--- config.mk ---
export PLATFORM = sky130hd
export DESIGN_NAME = gpu_raster_engine_flat
export DESIGN_NICKNAME = d
export VERILOG_FILES = /design/src/rtl/gpu_raster_if.sv /design/src/rtl/gpu_raster_engine.sv /design/src/flat_wrapper.sv
export SDC_FILE = /design/constraint.sdc
export NUM_CORES = 1
export LEC_CHECK = 0
export CAP_MARGIN = 5
export CORE_UTILIZATION = 25
export DETAILED_ROUTE_END_ITERATION = 16
export DONT_BUFFER_PORTS = 1
export MAX_ROUTING_LAYER = met4
export SETUP_SLACK_MARGIN = 0.4
export SYNTH_ARGS = -nofsm -noshare
export SYNTH_HDL_FRONTEND = slang
export SYNTH_SLANG_ARGS = --single-unit
--- constraint.sdc ---
create_clock -name clk -period 7.12 [get_ports clk]
set_input_delay 1.424 -clock clk [delete_from_list [all_inputs] [get_ports clk]]
set_output_delay 1.424 -clock clk [all_outputs]
set_load 0.02 [all_outputs]
--- src/rtl/gpu_raster_if.sv ---
// Command and framebuffer port bundle for the raster engine.
// Handshake: a command transfers on a rising edge where cmd_valid && cmd_ready;
// the master holds every cmd_* field stable while cmd_valid is high, and the
// engine latches all fields on the transfer edge, so they may change afterwards.
interface gpu_raster_if #(
    parameter int XW = 9,
    parameter int YW = 8,
    parameter int PW = 1
);
    logic          cmd_valid;
    logic          cmd_ready;
    logic [1:0]    cmd_op;
    logic [XW-1:0] X1;
    logic [XW-1:0] X2;
    logic [YW-1:0] Y1;
    logic [YW-1:0] Y2;
    logic [XW-1:0] SX;
    logic [YW-1:0] SY;
    logic [PW-1:0] fill_value;
    logic          busy;
    logic          done;
    logic          err;
    logic          rd_en;
    logic [XW-1:0] rd_x;
    logic [YW-1:0] rd_y;
    logic [PW-1:0] rd_data;
    logic          wr_en;
    logic [XW-1:0] wr_x;
    logic [YW-1:0] wr_y;
    logic [PW-1:0] wr_data;

    // Engine side.
    modport slave (
        input  cmd_valid, cmd_op, X1, X2, Y1, Y2, SX, SY, fill_value, rd_data,
        output cmd_ready, busy, done, err, rd_en, rd_x, rd_y, wr_en, wr_x, wr_y, wr_data
    );

    // Command source / framebuffer side.
    modport master (
        output cmd_valid, cmd_op, X1, X2, Y1, Y2, SX, SY, fill_value, rd_data,
        input  cmd_ready, busy, done, err, rd_en, rd_x, rd_y, wr_en, wr_x, wr_y, wr_data
    );
endinterface

--- src/rtl/gpu_raster_engine.sv ---
// Rectangle raster engine: solid fill, blit and XOR fill over a framebuffer
// with separate read and write pixel ports. One command at a time, pixels are
// visited row-major; blit/XOR do a strict read-then-write per pixel.
module gpu_raster_engine #(
    parameter int XW     = 9,
    parameter int YW     = 8,
    parameter int PW     = 1,
    parameter int RD_LAT = 1
) (
    input  logic               clk,
    input  logic               reset,
    gpu_raster_if.slave        bus,
    output logic [2:0]         dbg_state
);
    localparam logic [1:0] OP_FILL = 2'b00;
    localparam logic [1:0] OP_BLIT = 2'b01;
    localparam logic [1:0] OP_XOR  = 2'b10;
    localparam logic [1:0] OP_RSVD = 2'b11;
    localparam int         WCW     = $clog2(RD_LAT + 1);

    // Completion returns straight to IDLE with done registered, so the done
    // cycle is already an accepting cycle.
    typedef enum logic [2:0] {IDLE, CHECK, FILL, RD, WAIT, WR} state_t;

    state_t        state_q, state_d;
    logic          busy_q, busy_d, done_q, done_d, err_q, err_d;
    logic          rd_en_q, rd_en_d, wr_en_q, wr_en_d;
    logic [XW-1:0] rd_x_q, rd_x_d, wr_x_q, wr_x_d;
    logic [YW-1:0] rd_y_q, rd_y_d, wr_y_q, wr_y_d;
    logic [PW-1:0] wr_data_q, wr_data_d, fv_q, fv_d;
    logic [1:0]    op_q, op_d;
    logic [XW-1:0] x1_q, x1_d, x2_q, x2_d, sx0_q, sx0_d, cx_q, cx_d, sx_q, sx_d;
    logic [YW-1:0] y1_q, y1_d, y2_q, y2_d, sy0_q, sy0_d, cy_q, cy_d, sy_q, sy_d;
    logic [WCW-1:0] wcnt_q, wcnt_d;

    logic          last_x, last_pix, reject;
    logic [XW:0]   sx_end;
    logic [YW:0]   sy_end;
    logic [XW-1:0] nx, nsx;
    logic [YW-1:0] ny, nsy;

    assign bus.cmd_ready = (state_q == IDLE) && !reset;
    assign bus.busy      = busy_q;
    assign bus.done      = done_q;
    assign bus.err       = err_q;
    assign bus.rd_en     = rd_en_q;
    assign bus.rd_x      = rd_x_q;
    assign bus.rd_y      = rd_y_q;
    assign bus.wr_en     = wr_en_q;
    assign bus.wr_x      = wr_x_q;
    assign bus.wr_y      = wr_y_q;
    assign bus.wr_data   = wr_data_q;
    assign dbg_state     = state_q;

    // Next-state, scan stepping and validity checks; last-pixel tests compare
    // against X2/Y2 so a rectangle reaching the top coordinate still ends.
    always_comb begin
        state_d = state_q;   busy_d = busy_q;   done_d = 1'b0;   err_d = 1'b0;
        rd_en_d = 1'b0;      rd_x_d = rd_x_q;   rd_y_d = rd_y_q;
        wr_en_d = 1'b0;      wr_x_d = wr_x_q;   wr_y_d = wr_y_q; wr_data_d = wr_data_q;
        op_d = op_q;   fv_d = fv_q;   x1_d = x1_q;   x2_d = x2_q;   y1_d = y1_q;   y2_d = y2_q;
        sx0_d = sx0_q; sy0_d = sy0_q; cx_d = cx_q;   cy_d = cy_q;   sx_d = sx_q;   sy_d = sy_q;
        wcnt_d = wcnt_q;

        last_x   = (cx_q == x2_q);
        last_pix = last_x && (cy_q == y2_q);
        nx       = last_x ? x1_q : cx_q + 1'b1;
        ny       = last_x ? cy_q + 1'b1 : cy_q;
        nsx      = last_x ? sx0_q : sx_q + 1'b1;
        nsy      = last_x ? sy_q + 1'b1 : sy_q;
        sx_end   = {1'b0, sx0_q} + {1'b0, x2_q - x1_q};
        sy_end   = {1'b0, sy0_q} + {1'b0, y2_q - y1_q};
        reject   = (x1_q > x2_q) || (y1_q > y2_q) || (op_q == OP_RSVD) ||
                   ((op_q == OP_BLIT) && (sx_end[XW] || sy_end[YW]));

        case (state_q)
            IDLE: begin
                if (bus.cmd_valid && bus.cmd_ready) begin
                    op_d  = bus.cmd_op;  fv_d = bus.fill_value;
                    x1_d  = bus.X1;      x2_d = bus.X2;
                    y1_d  = bus.Y1;      y2_d = bus.Y2;
                    // XOR reads its own destination, so its source origin is X1/Y1.
                    sx0_d = (bus.cmd_op == OP_XOR) ? bus.X1 : bus.SX;
                    sy0_d = (bus.cmd_op == OP_XOR) ? bus.Y1 : bus.SY;
                    cx_d  = bus.X1;      cy_d = bus.Y1;
                    sx_d  = sx0_d;       sy_d = sy0_d;
                    busy_d  = 1'b1;
                    state_d = CHECK;
                end
            end
            CHECK: begin
                if (reject) begin
                    err_d = 1'b1;  busy_d = 1'b0;  state_d = IDLE;
                end else if (op_q == OP_FILL) begin
                    wr_en_d = 1'b1;  wr_x_d = cx_q;  wr_y_d = cy_q;  wr_data_d = fv_q;
                    state_d = FILL;
                end else begin
                    rd_en_d = 1'b1;  rd_x_d = sx_q;  rd_y_d = sy_q;
                    state_d = RD;
                end
            end
            FILL: begin
                if (last_pix) begin
                    done_d = 1'b1;  busy_d = 1'b0;  state_d = IDLE;
                end else begin
                    cx_d = nx;  cy_d = ny;
                    wr_en_d = 1'b1;  wr_x_d = nx;  wr_y_d = ny;
                end
            end
            RD: begin
                wcnt_d  = WCW'(1);
                state_d = WAIT;
            end
            WAIT: begin
                if (wcnt_q == WCW'(RD_LAT)) begin
                    wr_en_d   = 1'b1;  wr_x_d = cx_q;  wr_y_d = cy_q;
                    wr_data_d = (op_q == OP_XOR) ? (bus.rd_data ^ fv_q) : bus.rd_data;
                    state_d   = WR;
                end else begin
                    wcnt_d = wcnt_q + 1'b1;
                end
            end
            WR: begin
                if (last_pix) begin
                    done_d = 1'b1;  busy_d = 1'b0;  state_d = IDLE;
                end else begin
                    cx_d = nx;  cy_d = ny;  sx_d = nsx;  sy_d = nsy;
                    rd_en_d = 1'b1;  rd_x_d = nsx;  rd_y_d = nsy;
                    state_d = RD;
                end
            end
            default: state_d = IDLE;
        endcase
    end

    // State register; reset aborts any command with no done/err pulse.
    always_ff @(posedge clk) begin
        if (reset) begin
            state_q <= IDLE;  busy_q <= 1'b0;  done_q <= 1'b0;  err_q <= 1'b0;
            rd_en_q <= 1'b0;  rd_x_q <= '0;    rd_y_q <= '0;
            wr_en_q <= 1'b0;  wr_x_q <= '0;    wr_y_q <= '0;    wr_data_q <= '0;
            op_q <= '0;   fv_q <= '0;   x1_q <= '0;   x2_q <= '0;   y1_q <= '0;   y2_q <= '0;
            sx0_q <= '0;  sy0_q <= '0;  cx_q <= '0;   cy_q <= '0;   sx_q <= '0;   sy_q <= '0;
            wcnt_q <= '0;
        end else begin
            state_q <= state_d;  busy_q <= busy_d;  done_q <= done_d;  err_q <= err_d;
            rd_en_q <= rd_en_d;  rd_x_q <= rd_x_d;  rd_y_q <= rd_y_d;
            wr_en_q <= wr_en_d;  wr_x_q <= wr_x_d;  wr_y_q <= wr_y_d;  wr_data_q <= wr_data_d;
            op_q <= op_d;   fv_q <= fv_d;   x1_q <= x1_d;   x2_q <= x2_d;   y1_q <= y1_d;   y2_q <= y2_d;
            sx0_q <= sx0_d; sy0_q <= sy0_d; cx_q <= cx_d;   cy_q <= cy_d;   sx_q <= sx_d;   sy_q <= sy_d;
            wcnt_q <= wcnt_d;
        end
    end
endmodule
--- src/flat_wrapper.sv ---
// flat-port wrapper written by rule: the top's interface ports become plain ports
module gpu_raster_engine_flat 
#(
    parameter int XW     = 9,
    parameter int YW     = 8,
    parameter int PW     = 1,
    parameter int RD_LAT = 1
)
  (clk, reset, dbg_state, bus_cmd_valid, bus_cmd_op, bus_X1, bus_X2, bus_Y1, bus_Y2, bus_SX, bus_SY, bus_fill_value, bus_rd_data, bus_cmd_ready, bus_busy, bus_done, bus_err, bus_rd_en, bus_rd_x, bus_rd_y, bus_wr_en, bus_wr_x, bus_wr_y, bus_wr_data);
  gpu_raster_if #(.XW(XW), .YW(YW), .PW(PW)) bus_i ();
  input  logic clk;
  input  logic reset;
  output logic [2:0] dbg_state;
  input wire logic [$bits(bus_i.cmd_valid)-1:0] bus_cmd_valid;
  input wire logic [$bits(bus_i.cmd_op)-1:0] bus_cmd_op;
  input wire logic [$bits(bus_i.X1)-1:0] bus_X1;
  input wire logic [$bits(bus_i.X2)-1:0] bus_X2;
  input wire logic [$bits(bus_i.Y1)-1:0] bus_Y1;
  input wire logic [$bits(bus_i.Y2)-1:0] bus_Y2;
  input wire logic [$bits(bus_i.SX)-1:0] bus_SX;
  input wire logic [$bits(bus_i.SY)-1:0] bus_SY;
  input wire logic [$bits(bus_i.fill_value)-1:0] bus_fill_value;
  input wire logic [$bits(bus_i.rd_data)-1:0] bus_rd_data;
  output wire logic [$bits(bus_i.cmd_ready)-1:0] bus_cmd_ready;
  output wire logic [$bits(bus_i.busy)-1:0] bus_busy;
  output wire logic [$bits(bus_i.done)-1:0] bus_done;
  output wire logic [$bits(bus_i.err)-1:0] bus_err;
  output wire logic [$bits(bus_i.rd_en)-1:0] bus_rd_en;
  output wire logic [$bits(bus_i.rd_x)-1:0] bus_rd_x;
  output wire logic [$bits(bus_i.rd_y)-1:0] bus_rd_y;
  output wire logic [$bits(bus_i.wr_en)-1:0] bus_wr_en;
  output wire logic [$bits(bus_i.wr_x)-1:0] bus_wr_x;
  output wire logic [$bits(bus_i.wr_y)-1:0] bus_wr_y;
  output wire logic [$bits(bus_i.wr_data)-1:0] bus_wr_data;
  assign bus_i.cmd_valid = bus_cmd_valid;
  assign bus_i.cmd_op = bus_cmd_op;
  assign bus_i.X1 = bus_X1;
  assign bus_i.X2 = bus_X2;
  assign bus_i.Y1 = bus_Y1;
  assign bus_i.Y2 = bus_Y2;
  assign bus_i.SX = bus_SX;
  assign bus_i.SY = bus_SY;
  assign bus_i.fill_value = bus_fill_value;
  assign bus_i.rd_data = bus_rd_data;
  assign bus_cmd_ready = bus_i.cmd_ready;
  assign bus_busy = bus_i.busy;
  assign bus_done = bus_i.done;
  assign bus_err = bus_i.err;
  assign bus_rd_en = bus_i.rd_en;
  assign bus_rd_x = bus_i.rd_x;
  assign bus_rd_y = bus_i.rd_y;
  assign bus_wr_en = bus_i.wr_en;
  assign bus_wr_x = bus_i.wr_x;
  assign bus_wr_y = bus_i.wr_y;
  assign bus_wr_data = bus_i.wr_data;
  gpu_raster_engine #(.XW(XW), .YW(YW), .PW(PW), .RD_LAT(RD_LAT)) u_core (.clk(clk), .reset(reset), .bus(bus_i), .dbg_state(dbg_state));
endmodule
==> key figures, run 1 <==
Status
  – Run status: finished, final reports clean

Timing
  – Crit share post-route: 0.646
  – Fmax: 217 MHz
  – Worst rel slew slack: 0.163
  – Worst Tran Pin Value: 1.25 ns
  – Skew final: 0.0100 ns
  – Final Hold Viols: 0
  – RSZ-0062 raised after global routing: false
  – Min cycle time layout: 4.60 ns
  – Setup_tns: 0 ns
  – Hold_ws: 0.467 ns
  – Setup violators final: 0
  – Final slew viol count: 0
  – Final WS setup: 2.52 ns

Detailed routing
  – Routed vias: 6963
  – First drt pass iteration count: 5
  – Post-route ant nets: 0
  – Total wire length: 25.0 mm
  – Iteration-0 DRC Markers: 589
  – Routed len/inst: 18.6 microns
  – Via density: 5.17
  – # DRC: 0

Global routing
  – Grt total ovfl: 0
  – Vias in the first global route: 6245
  – GRT Total Usage: 0.163
  – Initial antenna violation count: 1
  – Global-route wire length before repair: 37.6 mm
  – Largest net degree at the start of global routing: 91

Floorplanning
  – Die area: 31800 sq um
  – Die height: 178 microns
  – Initial Utilization: 0.254
  – Num ports: 102
  – # rows: 64
  – Core ar.: 30600 sq um
  – Die W: 178 microns

Synthesis
  – Most frequent cell after synthesis: dfxtp_1
  – Dominant synthesized flop cell: dfxtp_1
  – Top cells by area, synth: dfxtp_1 (34%), ha_1 (5.8%), nand2_1 (5.6%), nor2_1 (4.9%), a21oi_1 (4.4%)
  – Syn Area/Cell: 7.95 sq um
  – Yosys top cell area share: 0.340
  – Number of synthesized flops with an enable pin: 0
  – Net Count, Synth: 1074
  – Async SR Flop Fraction: 0
  – Mapped Cells: 978
  – Synth unique cells: 63
  – Synthesis Warnings: 0
  – Cell area after synthesis: 7780 sq um
  – Sequential fraction of the synthesis area: 0.340
  – Register bit total from synthesis: 132
  – Top cells by count, synth: dfxtp_1 (132), nand2_1 (117), nor2_1 (101)
  – Yosys top cell by area: dfxtp_1

Worst hold path
  – Hold Crit Start: u_core.wcnt_q
  – Worst Hold Class: reg2reg

Place
  – DP HPWL: 17.7 mm
  – Routability cong.: 0.830
  – Dpl ws: 2.57 ns
  – Cell total after placement: 1314
  – Buffers on Ports: 0

Clock tree
  – Count of hold-fix buffers inserted at cts: 0
  – Longest Clk Path Bufs: 2
  – TritonCTS clock tree: done
  – Clock root buffer: clkbuf_16
  – Clk Latency, worst-skew pair: 0.43 ns
  – Post-CTS sizing: 0
  – Post-CTS Repair Setup Buffers: 0
  – CTS sink cnt: 132
  – H-tree levels: 4
  – Clock transition at path regs: 0.06 ns
  – Number of CTS-inserted buffers: 17

Critical path
  – CP arrival: 4.95 ns
  – R2R Path Start: u_core.x1_q[1]
  – Crit-path max FO: 26
  – Startpoint types: flop
  – Critical path launch point: u_core.x1_q[1]
  – Crit path kind: reg2reg
  – Crit. End Element: flop
  – WP data required: 7.47 ns

Finish
  – FILL cells: 3302
  – Post-Route Utilization: 0.282
  – Area grow syn2layout: 11.1%
  – Layout cells sized above 1: 0.0663
  – Finished Layout Cells: 1347
  – NumNets Final: 1033

Pwr
  – Max IR drop VDD: 0.153 mV
  – P_leak: 3.31 nW
  – PD cells: 269 nW/um^2

Run
  – Max-Cap Viols: 0
placed cells by master, fill, tap and decap left out, types with 6 or more instances in the layout:
| cell type | Yosys | routed |
|---|---|---|
| and3_1 | 14 | 14 |
| a22oi_1 | 10 | 10 |
| nand2_1 | 117 | 117 |
| nand3_1 | 49 | 49 |
| xor2_1 | 24 | 24 |
| dfxtp_1 | 132 | 132 |
| ha_1 | 36 | 36 |
| nor2b_1 | 6 | 6 |
| nor2_1 | 101 | 100 |
| a21oi_1 | 68 | 68 |
| a31oi_1 | 10 | 10 |
| o21a_1 | 7 | 7 |
| mux2i_1 | 33 | 33 |
| o21ai_0 | 51 | 51 |
| a211oi_1 | 31 | 31 |
| o221ai_1 | 9 | 9 |
| clkbuf_16 | 0 | 17 |
| nor3_1 | 27 | 27 |
| inv_1 | 34 | 34 |
| o31ai_1 | 26 | 26 |
| nand2b_1 | 14 | 14 |
| xnor2_1 | 34 | 34 |
| buf_4 | 2 | 11 |
final timing paths:
check             cells past startpoint                  end  slack, ns
setup / recovery                     17  u_core.dbg_state[0]       2.52
hold / removal                        2        u_core.wcnt_q       0.47
setup reg to reg                     17  u_core.dbg_state[0]       2.52
hold reg to reg                       2        u_core.wcnt_q       0.47
layout make-up:
class                   instances  area (sq um)  area share
repair buffers                 11          82.6     0.00956
diodes                          1          2.50    0.000290
well taps                     396           495      0.0573
flip-flops and latches        132          2640       0.306
clock inverters                11           126      0.0146
inverters                      35           131      0.0152
multi-input cells             740          4700       0.544
clock buffers                  21           460      0.0533
metal layers:
layer / up-vias / wire length [microns] / track usage
met1: 3322 / 10900 / 0.208
met5: - / 0 / -
met2: 231 / 11500 / 0.243
li1: 3373 / - / -
met4: 0 / 598 / 0.0569
met3: 37 / 1970 / 0.0469
cell families after synthesis:
group,after synthesis,synth area share
AND/OR/NAND/NOR,360,0.217
flip-flops,132,0.340
XOR/XNOR,60,0.0695
buffers and inverters,106,0.0582
multiplexers,33,0.0425
AO/OA/AOI/OAI,249,0.210
adder cells (fa/ha/maj),38,0.0631
worst max-delay path, stage by stage (launching register included):
cell,delay (ns)
dfxtp_1,0.37
inv_1,0.08
ha_1,0.28
nor2b_1,0.14
o31a_1,0.27
o21a_1,0.17
nor2_1,0.16
o21bai_1,0.08
a21oi_1,0.17
xnor2_1,0.14
ha_1,0.27
a21oi_1,0.17
a21boi_0,0.10
a2111oi_0,0.40
a311oi_1,0.23
o31ai_4,1.00
inv_1,0.21
a211oi_1,0.27
power by group:
group	switching, mW	total [mW]	leakage, nW	internal [mW]
logic	0.323	0.536	1.95	0.213
registers	0.0943	0.898	1.08	0.804
clock network	0.354	0.889	0.276	0.535
total	0.771	2.32	3.31	1.55
state kept, by name (all words and copies together) (netlist names), 2 cells and up:
name	cells
u_core.bus.rd_x	9
u_core.bus.rd_y	8
u_core.bus.wr_x	9
u_core.bus.wr_y	8
u_core.cx_q	9
u_core.cy_q	8
u_core.dbg_state	3
u_core.op_q	2
u_core.sx0_q	9
u_core.sx_q	9
u_core.sy0_q	8
u_core.sy_q	8
u_core.x1_q	9
u_core.x2_q	9
u_core.y1_q	8
u_core.y2_q	8
per-stage QoR:
stage               area, sq um  total power [mW]
finish                     8640              2.32
global route               8640              2.44
global placement           8050              1.43
floorplan                  7780              1.32
CTS                        8640              2.33
detailed placement         8050              1.44
No activity file was read; power rests on OpenSTA's default activity.
==> inputs of run 2 (changes only) <==
clock period = 4.2 ns   (was 7.12 ns; I/O delays follow)
==> key figures, run 2 (synthesis gave the netlist of run 1 again) <==
Status
  – Run status: finished, final reports clean

Pwr
  – Internal power: 2.66 mW
  – Sw power: 1.38 mW
  – Reg power frac: 0.377
  – Sw Ratio: 0.343
  – P_leak: 3.40 nW
  – PD cells: 457 nW/um^2
  – Comb power frac: 0.243
  – Clk pwr share: 0.380
  – Max IR drop VDD: 0.256 mV

Critical path
  – Worst r2r path cells: 16
  – Crit path buf inv count: 3
  – Crit. End Element: flop
  – CP max stage delay: 0.41 ns
  – CP arrival: 3.94 ns
  – Delay-heaviest family, CP: compound AO/OA/AOI/OAI gates
  – Startpoint types: flop
  – CP cell instances: inv_1 -> ha_1 -> fa_2 -> nor2b_2 -> o21a_1 -> a311oi_2 -> xnor2_1 -> ha_1 -> and4_4 -> a2111oi_4 -> a311oi_4 -> o31ai_4 -> buf_4 -> buf_4 -> mux2i_1 -> nor2_1
  – WP data required: 4.52 ns
  – Crit-path max FO: 6
  – CP max stage cell: a2111oi_4
  – WP depth: 16
  – Crit path kind: reg2reg

Place
  – Routability cong.: 0.863
  – DP HPWL: 18.2 mm
  – Buffers on Ports: 0
  – Dpl ws: 0.248 ns

Finish
  – Multi-input logic area: 4770 sq um
  – Area grow syn2layout: 13.6%
  – Storage cell area: 2650 sq um
  – N_diodes: 0
  – Most frequent cells in the layout: dfxtp_1 (129), nand2_1 (117), nor2_1 (99)
  – NumNets Final: 1046
  – Post-Route Utilization: 0.289
  – FILL cells: 3321
  – Layout cells sized above 1: 0.0966
  – Commonest non-fill, non-tap cell in the layout: dfxtp_1

Timing
  – Worst rel slew slack: 0.471
  – Setup_tns: 0 ns
  – Final Hold Viols: 0
  – RSZ-0062 raised after global routing: false
  – Fmax: 276 MHz
  – Skew final: 0.0127 ns
  – Min cycle time layout: 3.62 ns
  – Final WS setup: 0.579 ns
  – Hold_ws: 0.465 ns
  – Final slew viol count: 0
  – Setup violators final: 0
  – Crit share post-route: 0.862
  – Worst Tran Pin Value: 0.788 ns

Run
  – Max-Cap Viols: 0

Clock tree
  – Longest Clk Path Bufs: 2
  – CTS sink cnt: 132
  – Number of CTS-inserted buffers: 17
  – Clock root buffer: clkbuf_16
  – Clk Latency, worst-skew pair: 0.43 ns
  – H-tree levels: 4
  – TritonCTS clock tree: done
  – Clock transition at path regs: 0.07 ns

Floorplanning
  – Core ar.: 30600 sq um
  – # rows: 64
  – Die height: 178 microns
  – Num ports: 102
  – Initial Utilization: 0.254
  – Die area: 31800 sq um
  – Die W: 178 microns

Worst hold path
  – WHS Path Cells: 2
  – Worst Hold Class: reg2reg

Global routing
  – GRT Total Usage: 0.165
  – Global-route wire length before repair: 38.5 mm
  – Vias in the first global route: 6586
  – Largest net degree at the start of global routing: 91
  – Initial antenna violation count: 0
  – Grt total ovfl: 0

Detailed routing
  – First drt pass iteration count: 6
  – Via density: 5.16
  – Iteration-0 DRC Markers: 612
  – Post-route ant nets: 0
  – Routed vias: 7019
  – Total wire length: 25.4 mm
  – # DRC: 0
  – Routed len/inst: 18.7 microns
## run 2: cell types whose count changed in the layout (fill, tap and decap cells not counted), moves of 3 or more
cell     change
a21oi_1      -4
inv_6        +3
a21oi_2      +4
dfxtp_1      -3
dfxtp_2      +3
buf_4        +9
## run 2: final timing paths
path	startpoint	end	slack, ns
setup / recovery	u_core.y2_q[0]	u_core.bus.rd_x[2]	0.58
hold / removal	u_core.y1_q[0]	u_core.y1_q[0]	0.46
setup reg to reg	u_core.y2_q[0]	u_core.bus.rd_x[2]	0.58
hold reg to reg	u_core.y1_q[0]	u_core.y1_q[0]	0.46
## run 2: power by group through the flow
stage / clock [mW] / sequential (mW) / combinational (mW)
detailed placement: 0 / 1.55 / 0.907
global placement: 0 / 1.55 / 0.893
global route: 1.61 / 1.54 / 1.09
floorplan: 0 / 1.49 / 0.754
finish: 1.54 / 1.52 / 0.979
CTS: 1.56 / 1.52 / 0.925
## run 2: per-stage QoR
stage / std cells / area, sq um / power (mW)
finish: 1359 / 8840 / 4.04
floorplan: 978 / 7780 / 2.24
global route: 1359 / 8840 / 4.24
CTS: 1357 / 8760 / 4.00
global placement: 1319 / 8100 / 2.44
detailed placement: 1319 / 8100 / 2.45
## run 2: repair_timing
item	CTS	global route
gates cloned	2	0
hold buffers	0	0
buffers inserted	4	2
pin swaps	2	9
resized for setup	5	19
endpoints found under the setup margin	16	22
hold endpoints to repair	0	0
## run 2: layout make-up
| class | count | area share |
|---|---|---|
| Clock buffer | 17 | 0.0481 |
| Inverter | 35 | 0.0149 |
| Tap cell | 396 | 0.0561 |
| Multi-Input combinational cell | 740 | 0.540 |
| Clock inverter | 15 | 0.0193 |
| Sequential cell | 132 | 0.299 |
| Timing Repair Buffer | 24 | 0.0224 |
## run 2: worst register-to-register path, stage by stage (launching register included)
cell and delay (ns):
dfxtp_2 0.34, inv_1 0.06, ha_1 0.23, fa_2 0.37, nor2b_2 0.12, o21a_1 0.20, a311oi_2 0.13, xnor2_1 0.16
ha_1 0.33, and4_4 0.21, a2111oi_4 0.41, a311oi_4 0.18, o31ai_4 0.22, buf_4 0.15, buf_4 0.15, mux2i_1 0.19
nor2_1 0.06
## run 2: routing by layer
metal | GRT usage | vias to the layer above | wire length [microns]
met3 | 0.0394 | 35 | 2100
met4 | 0.0466 | 0 | 510
li1 | - | 3410 | -
met1 | 0.214 | 3317 | 11200
met5 | - | - | 0
met2 | 0.254 | 257 | 11600
